[src/rtl/subst_pkg.sv]
// Shared limits and arithmetic helpers for the substitution pipeline.
// Optional checker is enabled with the SUBST_CHECK_EN macro (see top).
package subst_pkg;

  localparam int LANES_MAX  = 32;
  localparam int STAGES_MAX = 4;
  localparam int CNT_W_MAX  = 32;

  // Number of set bits in a lane vector (0..LANES_MAX needs 6 bits).
  function automatic logic [5:0] popcount(input logic [LANES_MAX-1:0] v);
    logic [5:0] n;
    n = '0;
    for (int i = 0; i < LANES_MAX; i++) begin
      n = n + {5'd0, v[i]};
    end
    return n;
  endfunction

  // Unsigned add that clamps at cap instead of wrapping.
  function automatic logic [CNT_W_MAX-1:0] sat_add(input logic [CNT_W_MAX-1:0] acc,
                                                   input logic [CNT_W_MAX-1:0] inc,
                                                   input logic [CNT_W_MAX-1:0] cap);
    logic [CNT_W_MAX:0] sum;
    sum = {1'b0, acc} + {1'b0, inc};
    if (sum > {1'b0, cap}) begin
      return cap;
    end
    return sum[CNT_W_MAX-1:0];
  endfunction

endpackage

[src/rtl/subst_pipe_stage.sv]
// One elastic register stage: holds a valid bit and a W-bit payload.
// Ready passes through combinationally so a full pipeline keeps streaming.
module subst_pipe_stage #(
  parameter int W = 4
) (
  input  logic         clk,
  input  logic         rst,
  input  logic         in_vld,
  input  logic [W-1:0] in_data,
  input  logic         dn_rdy,
  output logic         vld,
  output logic [W-1:0] data,
  output logic         rdy
);

  // Stage can accept when empty or when the downstream stage drains it.
  assign rdy = ~vld | dn_rdy;

  // Load a new beat (or a bubble) whenever this stage is ready.
  always_ff @(posedge clk) begin
    if (rst) begin
      vld  <= 1'b0;
      data <= '0;
    end else if (rdy) begin
      vld <= in_vld;
      if (in_vld) begin
        data <= in_data;
      end
    end
  end

endmodule

[src/rtl/example_substitution_pipe.sv]
// LANES redundant logic cones feeding an elastic STAGES-deep pipeline with a
// transaction counter. Define SUBST_CHECK_EN to carry a per-lane mismatch
// vector against the reduced cone and accumulate it into mism_cnt / err.
module example_substitution_pipe
  import subst_pkg::*;
#(
  parameter int LANES  = 4,
  parameter int STAGES = 2,
  parameter int CNT_W  = 8
) (
  input  logic             clk,
  input  logic             rst,
  input  logic             in_valid,
  output logic             in_ready,
  input  logic [LANES-1:0] a,
  input  logic [LANES-1:0] b,
  input  logic [LANES-1:0] c,
  input  logic [LANES-1:0] d,
  input  logic [LANES-1:0] e,
  input  logic [LANES-1:0] f,
  input  logic [LANES-1:0] g,
  input  logic [LANES-1:0] h,
  input  logic [LANES-1:0] flt_inj,
  input  logic             clr,
  output logic             out_valid,
  input  logic             out_ready,
  output logic [LANES-1:0] out,
  output logic [CNT_W-1:0] tx_cnt,
  output logic [CNT_W-1:0] mism_cnt,
  output logic             err
);

  if (LANES < 1 || LANES > LANES_MAX) begin : g_bad_lanes
    $error("LANES out of range");
  end
  if (STAGES < 1 || STAGES > STAGES_MAX) begin : g_bad_stages
    $error("STAGES out of range");
  end
  if (CNT_W < 1 || CNT_W > CNT_W_MAX) begin : g_bad_cnt_w
    $error("CNT_W out of range");
  end

`ifdef SUBST_CHECK_EN
  localparam int W = 2 * LANES;
`else
  localparam int W = LANES;
`endif

  logic [LANES-1:0] t_p0;
  logic [LANES-1:0] u_p0;
  logic [LANES-1:0] red_p0;
  logic [LANES-1:0] res_p0;
  logic [W-1:0]     cap_p0;
  logic             in_fire;
  logic             tx_fire;

  logic [STAGES-1:0] vld_p;
  logic [STAGES:0]   rdy_p;
  logic [W-1:0]      dat_p [STAGES];

  // ---- capture: combinational cones ahead of stage 0 ----
  // The cone is deliberately redundant; it reduces to a&b&~c.
  always_comb begin
    t_p0   = (a & b & ~c) | (a & b & ~c & d);
    u_p0   = (e | f) & (e | f | g);
    red_p0 = (t_p0 & u_p0) | (t_p0 & ~u_p0);
    res_p0 = (red_p0 ^ flt_inj) & h;
`ifdef SUBST_CHECK_EN
    cap_p0 = {res_p0 ^ (a & b & ~c & h), res_p0};
`else
    cap_p0 = res_p0;
`endif
  end

  assign rdy_p[STAGES] = out_ready;
  assign in_ready      = rdy_p[0] & ~rst;
  assign in_fire       = in_valid & in_ready;

  // ---- stages 0..STAGES-1: elastic registers, data passes unchanged ----
  for (genvar k = 0; k < STAGES; k++) begin : g_stage
    if (k == 0) begin : g_first
      subst_pipe_stage #(.W(W)) u_stage (
        .clk    (clk),
        .rst    (rst),
        .in_vld (in_fire),
        .in_data(cap_p0),
        .dn_rdy (rdy_p[k+1]),
        .vld    (vld_p[k]),
        .data   (dat_p[k]),
        .rdy    (rdy_p[k])
      );
    end else begin : g_rest
      subst_pipe_stage #(.W(W)) u_stage (
        .clk    (clk),
        .rst    (rst),
        .in_vld (vld_p[k-1]),
        .in_data(dat_p[k-1]),
        .dn_rdy (rdy_p[k+1]),
        .vld    (vld_p[k]),
        .data   (dat_p[k]),
        .rdy    (rdy_p[k])
      );
    end
  end

  // ---- output: last stage drives the handshake and counters ----
  assign out_valid = vld_p[STAGES-1];
  assign out       = dat_p[STAGES-1][LANES-1:0];
  assign tx_fire   = out_valid & out_ready;

  // Completed-handshake counter; clr and rst take priority over a handshake.
  always_ff @(posedge clk) begin
    if (rst || clr) begin
      tx_cnt <= '0;
    end else if (tx_fire) begin
      tx_cnt <= tx_cnt + 1'b1;
    end
  end

`ifdef SUBST_CHECK_EN
  localparam logic [CNT_W_MAX-1:0] CNT_MAX = CNT_W_MAX'((64'd1 << CNT_W) - 64'd1);

  logic [LANES-1:0]     mism_last;
  logic [LANES_MAX-1:0] mism_wide;

  assign mism_last = dat_p[STAGES-1][W-1:LANES];

  // Zero-extend the mismatch vector to the popcount helper's width.
  always_comb begin
    mism_wide              = '0;
    mism_wide[LANES-1:0]   = mism_last;
  end

  // Saturating mismatch accumulator and sticky error flag.
  always_ff @(posedge clk) begin
    if (rst || clr) begin
      mism_cnt <= '0;
      err      <= 1'b0;
    end else if (tx_fire) begin
      mism_cnt <= CNT_W'(sat_add(CNT_W_MAX'(mism_cnt), CNT_W_MAX'(popcount(mism_wide)), CNT_MAX));
      if (|mism_last) begin
        err <= 1'b1;
      end
    end
  end
`else
  assign mism_cnt = '0;
  assign err      = 1'b0;
`endif

endmodule

[config.mk]
export PLATFORM = sky130hd
export DESIGN_NAME = example_substitution_pipe
export DESIGN_NICKNAME = d
export VERILOG_FILES = /design/src/rtl/subst_pkg.sv /design/src/rtl/subst_pipe_stage.sv /design/src/rtl/example_substitution_pipe.sv
export SDC_FILE = /design/constraint.sdc
export NUM_CORES = 1
export LEC_CHECK = 0
export CORE_UTILIZATION = 32
export CTS_BUF_LIST = sky130_fd_sc_hd__clkbuf_16
export CTS_CLUSTER_DIAMETER = 120
export DETAILED_ROUTE_END_ITERATION = 10
export PLACE_DENSITY = 0.76
export RECOVER_POWER = 25
export SETUP_SLACK_MARGIN = 0.3
export SLEW_MARGIN = 20
export SYNTH_ARGS = -nofsm -noshare
export SYNTH_HDL_FRONTEND = slang
export SYNTH_HIERARCHICAL = 1
export SYNTH_SLANG_ARGS = --single-unit
export TNS_END_PERCENT = 20
[constraint.sdc]
create_clock -name clk -period 1.7 [get_ports clk]
set_clock_uncertainty 0.05 [all_clocks]
set_input_delay 0.17 -clock clk [delete_from_list [all_inputs] [get_ports clk]]
set_output_delay 0.17 -clock clk [all_outputs]
set_load 0.1 [all_outputs]
==> results.toml, run 1 <==
[timing]
final-hold-violation-count = 0
fmax_mhz = 662
grt_setup_unrepaired = "yes"
finalSetupViolCount = 0
worstMarginPinSlew_ns = 0.543
period_share_pct = 88.8
maxSlewHeadroom_pct = 64.0
fin_crit_ns = 1.51
report.final.slew_viol_count = 0

[clock_tree]
cts_root_buffer = "clkbuf_16"
cts.sinks = 18
cts_tree = "yes"
cts_max_path_buffers = 2
h-tree-depth = 1
path_clk_slew_ns = 0.05
cts_buffers = 3
insertion_delay_ns = 0.24

[yosys]
synth_common_cells = "dfxtp_1, a21oi_1, nand3_1"
ys.flop_type = "dfxtp_1"
yosysMostFrequentCell = "dfxtp_1"
ys_ff_latch = 18
synth_cell_type_count = 23
synth_top_area_share_pct = 37.5
yosysTopAreaCell = "dfxtp_1"
syn_area_per_cell_um2 = 8.44
netlist_instances = 114
ys.warnings.count = 6
synth_edf_count = 0
async_flop_share_pct = 0
synthTopCellsByArea = "dfxtp_1, a21bo_1, a21oi_1"
seq_area_frac_synth_pct = 37.5
synth_area_um2 = 962

[global_routing]
antenna_found_initial = 0
grt-ovfl-total = 0
grt_first_pass_wirelength_mm = 4.33
grt_pass1_vias = 1021
grt_max_degree = 11
track_usage_pct = 17.3

[power]
finalPower_w = 0.00113
switching_share_pct = 27.5
pwr_density_cell_nw_per_um2 = 727
p_int_w = 0.000823
p_comb_share_pct = 20.8
p_leak_nw = 0.610
p_switching_w = 0.000312
p_clk_share_pct = 41.2
sequentialPowerShare_pct = 38.0
ir_drop_mv = 0.404

[worst_setup_path]
cp_slowest_cell = "or4_4"
startpoint = "g_stage[1].g_rest.u_stage/vld"
cpLargestDelayFamily = "simple AND/OR/NAND/NOR gates"
crit_path_max_fanout = 6
critical_path_class = "reg -> reg"
critPathCaptureType = "flip-flop"
path_cells = "buf_4 > nand4_1 > or4_4 > a21oi_2"
startpoint_type = "flip-flop"
worst_path_largest_cell_delay_ns = 0.47
cp.arrival_ns = 1.64
crit-reg2reg-launch = "g_stage[1].g_rest.u_stage/vld"
critPathRequiredTime_ns = 1.83
path_buf_inv = 1

[placement]
place_inst = 185
dpl.hpwl_mm = 1.98
routabilityCongestion = 0.695
io_buffers = 38

[routing]
wl_per_cell_um = 13.1
wl_mm = 2.55
dr.first_iter.drc_count = 24
route.vias.total = 989
ant_nets = 0
viasPerCell = 5.07
post-route-drc-count = 6
dr.pass1.iters = 9

[floorplanning]
io_pins = 64
dieWidth_um = 56.8
initial_utilization_pct = 34.3
dieArea_um2 = 3230
die_h_um = 56.8
core_area_um2 = 2810
row_count = 19

[run_status]
violations = "design-rule violations"
status = "finished, violations left"

[min_path]
hold_class = "reg -> reg"
min-delay-start = "g_stage[0].g_first.u_stage/data[3]"

[finish]
fin_util_pct = 55.6
diodes = 0
finalNonFillerCells = 195
num-nets-final = 207
syn_to_final_growth_pct = 62.2
drive_gt1_share_pct = 25.6

[flow_run]
max-cap-violations = 0
## state kept, by name, summed over array words and instances, names as in the netlist
signal and cells:
g_stage.g_first.u_stage/vld 1, g_stage.g_rest.u_stage/data 4, tx_cnt 8, g_stage.g_rest.u_stage/vld 1
g_stage.g_first.u_stage/data 4
## tightest hold or removal path, cell delays in order (launching register included)
cell and delay, ns:
dfxtp_1 0.31, nand3_1 0.06, a21oi_1 0.05
## logic make-up (layout without fill, tap and decap cells)
| logic type | count (synthesis) | after routing | synth area share [%] |
|---|---|---|---|
| xor+xnor | 2 | 2 | 1.82 |
| compound gates | 37 | 37 | 25.0 |
| other cells | 1 | 9 | 0.390 |
| buf+inv | 17 | 59 | 11.7 |
| flops | 18 | 18 | 37.5 |
| simple gates | 38 | 38 | 22.4 |
| fa+ha+maj | 1 | 1 | 1.30 |
## power by group through the flow
stage	Combinational [W]	Clock, W	Sequential, W
2_1_floorplan	0.000148	0	0.000454
3_3_place_gp	0.000225	0	0.000442
3_5_place_dp	0.000232	0	0.000442
4_1_cts	0.000237	0.000474	0.000430
5_1_grt	0.000247	0.000502	0.000431
6_report	0.000237	0.000467	0.000431
## final cells by class
type                            instances  area (um^2)
Clock buffer                            3         75.1
Fill cell                             243         1240
Clock inverter                          1         3.75
Tap cell                               31         38.8
Multi-Input combinational cell         87          543
Timing Repair Buffer                   52          523
Inverter                                3         11.3
Sequential cell                        18          365
## through the flow
stage / worst slack, ns / setup TNS [ns] / cell area, um^2 / hold WS [ns]
floorplan: -0.412 / -3.25 / 1010 / 0.179
global placement: -0.00883 / -0.0249 / 1520 / 0.402
detailed placement: -0.0649 / -0.257 / 1520 / 0.411
CTS: 0.280 / 0 / 1630 / 0.421
global route: 0.135 / 0 / 1560 / 0.446
finish: 0.190 / 0 / 1560 / 0.419
## path summary, 6_finish.rpt
kind	end	slack (ns)	cells past startpoint
max	tx_cnt[6]	0.19	4
min	g_stage[1].g_rest.u_stage/data[3]	0.42	2
max reg2reg	tx_cnt[6]	0.19	4
min reg2reg	g_stage[1].g_rest.u_stage/data[3]	0.42	2
## cells in the final DEF (no fill, tap or decap), types with 2 or more instances in the layout
cell and instances:
dfxtp_1 16, nor2_1 2, a21bo_1 8, buf_12 7
clkbuf_2 7, clkdlybuf4s50_1 23, o21ai_0 7, nand3_1 12
a21oi_1 15, nand2b_4 2, nand4_1 2, buf_4 13
nand2_1 8, clkbuf_16 3, conb_1 9, a21boi_0 4
xor2_1 2, inv_1 3, or3_1 7
## layer usage
metal | routed length, um | global-route usage [%]
met1 | 988 | 18.0
met2 | 1370 | 32.1
met3 | 68 | 2.53
met4 | 114 | 10.5
met5 | 0 | 0
## what timing repair did
item | CTS | global route
buffers inserted | 3 | 3
hold buffers | 0 | 0
gates cloned | 0 | 0
gates resized for setup | 4 | 6
endpoints found under the setup margin | 9 | 7
Power figures use the tool's default switching activity.
==> run 2, diff against run 1 <==
--- a/config.mk
+++ b/config.mk
@@ -5,6 +5,7 @@
 export SDC_FILE = /design/constraint.sdc
 export NUM_CORES = 1
 export LEC_CHECK = 0
+export CORE_MARGIN = 3
 export CORE_UTILIZATION = 32
 export CTS_BUF_LIST = sky130_fd_sc_hd__clkbuf_16
 export CTS_CLUSTER_DIAMETER = 120
@@ -12,7 +13,7 @@
 export PLACE_DENSITY = 0.76
 export RECOVER_POWER = 25
 export SETUP_SLACK_MARGIN = 0.3
-export SLEW_MARGIN = 20
+export SLEW_MARGIN = 0
 export SYNTH_ARGS = -nofsm -noshare
 export SYNTH_HDL_FRONTEND = slang
 export SYNTH_HIERARCHICAL = 1
==> results.toml, run 2 (same netlist as run 1, synthesis figures left out) <==
[finish]
num-nets-final = 208
diodes = 0
top_register = "tx_cnt"
register_area_um2 = 367
fillers = 242
final_common_cell = "clkdlybuf4s50_1"
final_cell_mix = "clkdlybuf4s50_1, a21oi_1, dfxtp_1"
largest_reg_flops = 8
finalNonFillerCells = 196
largestRegisters = "tx_cnt: 8 flops, g_stage.g_first.u_stage/data: 4 flops, g_stage.g_rest.u_stage/data: 4 flops"
multiInputGateArea_um2 = 536
syn_to_final_growth_pct = 65.4
drive_gt1_share_pct = 24.8
stdcell_area_um2 = 1590

[global_routing]
track_usage_pct = 14.3
antenna_found_initial = 0
grt_max_degree = 12
grt-ovfl-total = 0
grt_pass1_vias = 947
grt_first_pass_wirelength_mm = 3.97

[floorplanning]
initial_utilization_pct = 34.3
row_count = 19
dieArea_um2 = 3700
io_pins = 64
core_area_um2 = 2810
dieWidth_um = 60.8
die_h_um = 60.8

[worst_setup_path]
critical_path_class = "in -> reg"
path_cells = "dlygate4sd3_1 > clkbuf_1 > or2_2 > a21oi_1"
startpoint_type = "input pin"
worst_path_largest_cell_delay_ns = 0.59
crit_path_max_fanout = 11
critPathCaptureType = "flip-flop"
cp_slowest_cell = "dlygate4sd3_1"
cp.arrival_ns = 1.62
critPathRequiredTime_ns = 1.82

[routing]
ant_nets = 0
wl_mm = 2.57
viasPerCell = 4.95
dr.pass1.iters = 4
dr.first_iter.drc_count = 8
wl_per_cell_um = 13.1
route.vias.total = 970
post-route-drc-count = 0

[timing]
fmax_mhz = 666
worstMarginPinSlew_ns = 0.543
maxSlewHeadroom_pct = 63.9
grt_setup_unrepaired = "yes"
layout_setup_ws_ns = 0.199
finalSetupViolCount = 0
period_share_pct = 88.3
report.final.slew_viol_count = 0
fin_crit_ns = 1.50
final-hold-violation-count = 0

[flow_run]
max-cap-violations = 0

[clock_tree]
h-tree-depth = 1
insertion_delay_ns = 0.25
cts_tree = "yes"
path_clk_slew_ns = 0.05
cts_max_path_buffers = 2
cts_root_buffer = "clkbuf_16"
cts.sinks = 18
cts_buffers = 3

[placement]
routabilityCongestion = 0.747
place_inst = 186
dp_slack_ns = -0.0570
post_dp_cell_area_um2 = 1530
dpl.hpwl_mm = 1.96
io_buffers = 38

[power]
ir_drop_mv = 0.472
p_leak_nw = 0.623
pwr_density_cell_nw_per_um2 = 713

[run_status]
status = "finished clean"

[min_path]
hold_class = "reg -> reg"
run 2: cell count changes in the layout (fill, tap and decap cells not counted), sizes merged:
cell	before	now
buf	21	23
clkbuf	10	9
clkdlybuf4s50	23	22
dlygate4sd3	0	1
run 2: layer usage:
layer	GRT usage, %	part of all wire, %	up-vias
li1	-	-	489
met1	15.1	38	454
met3	2.13	3.4	4
met4	6.50	2.3	0
met5	0	0	-
met2	27.5	56	23
run 2: metrics by stage:
step	utilization, %	setup TNS (ns)	hold slack [ns]	power, W
global placement	54.5	-0.0318	0.402	0.000667
global route	56.7	0	0.447	0.00117
detailed placement	54.5	-0.172	0.410	0.000671
CTS	58.3	0	0.419	0.00114
floorplan	-	-3.25	0.179	0.000602
finish	56.7	0	0.415	0.00114
run 2: final cells by class:
type,instances,area share [%]
repair buffers,53,35.2
multi-input cells,87,33.6
flip-flops and latches,18,23.0
clock buffers,3,4.72
well taps,31,2.44
inverters,3,0.708
clock inverters,1,0.236
run 2: path summary, 6_finish.rpt:
| check | startpoint | end | slack, ns | depth (start not counted) |
|---|---|---|---|---|
| worst max register to register | g_stage[1].g_rest.u_stage/vld | tx_cnt[4] | 0.23 | 5 |
| worst min register to register | g_stage[0].g_first.u_stage/data[0] | g_stage[1].g_rest.u_stage/data[0] | 0.41 | 2 |
| worst min-delay path | g_stage[0].g_first.u_stage/data[0] | g_stage[1].g_rest.u_stage/data[0] | 0.41 | 2 |
| worst max-delay path | rst | tx_cnt[4] | 0.20 | 4 |
run 2: critical path: cells and delay by family:
family / cells / cell delay (ns)
AO/OA/AOI/OAI: 1 / 0.17
AND/OR/NAND/NOR: 1 / 0.44
buffers and inverters: 2 / 0.84
run 2: power by group:
| part | switching (W) | total [W] | internal [W] |
|---|---|---|---|
| combinational | 0.000150 | 0.000235 | 0.0000849 |
| sequential | 0.00000439 | 0.000432 | 0.000427 |
| clock | 0.000156 | 0.000469 | 0.000313 |
| total | 0.000310 | 0.00114 | 0.000825 |
run 2: repair_timing:
action	4_1_cts	5_1_grt
hold buffers	0	0
pin swaps	0	5
gates resized for setup	3	5
hold endpoints to repair	0	0
buffers inserted	3	3
endpoints found under the setup margin	7	9
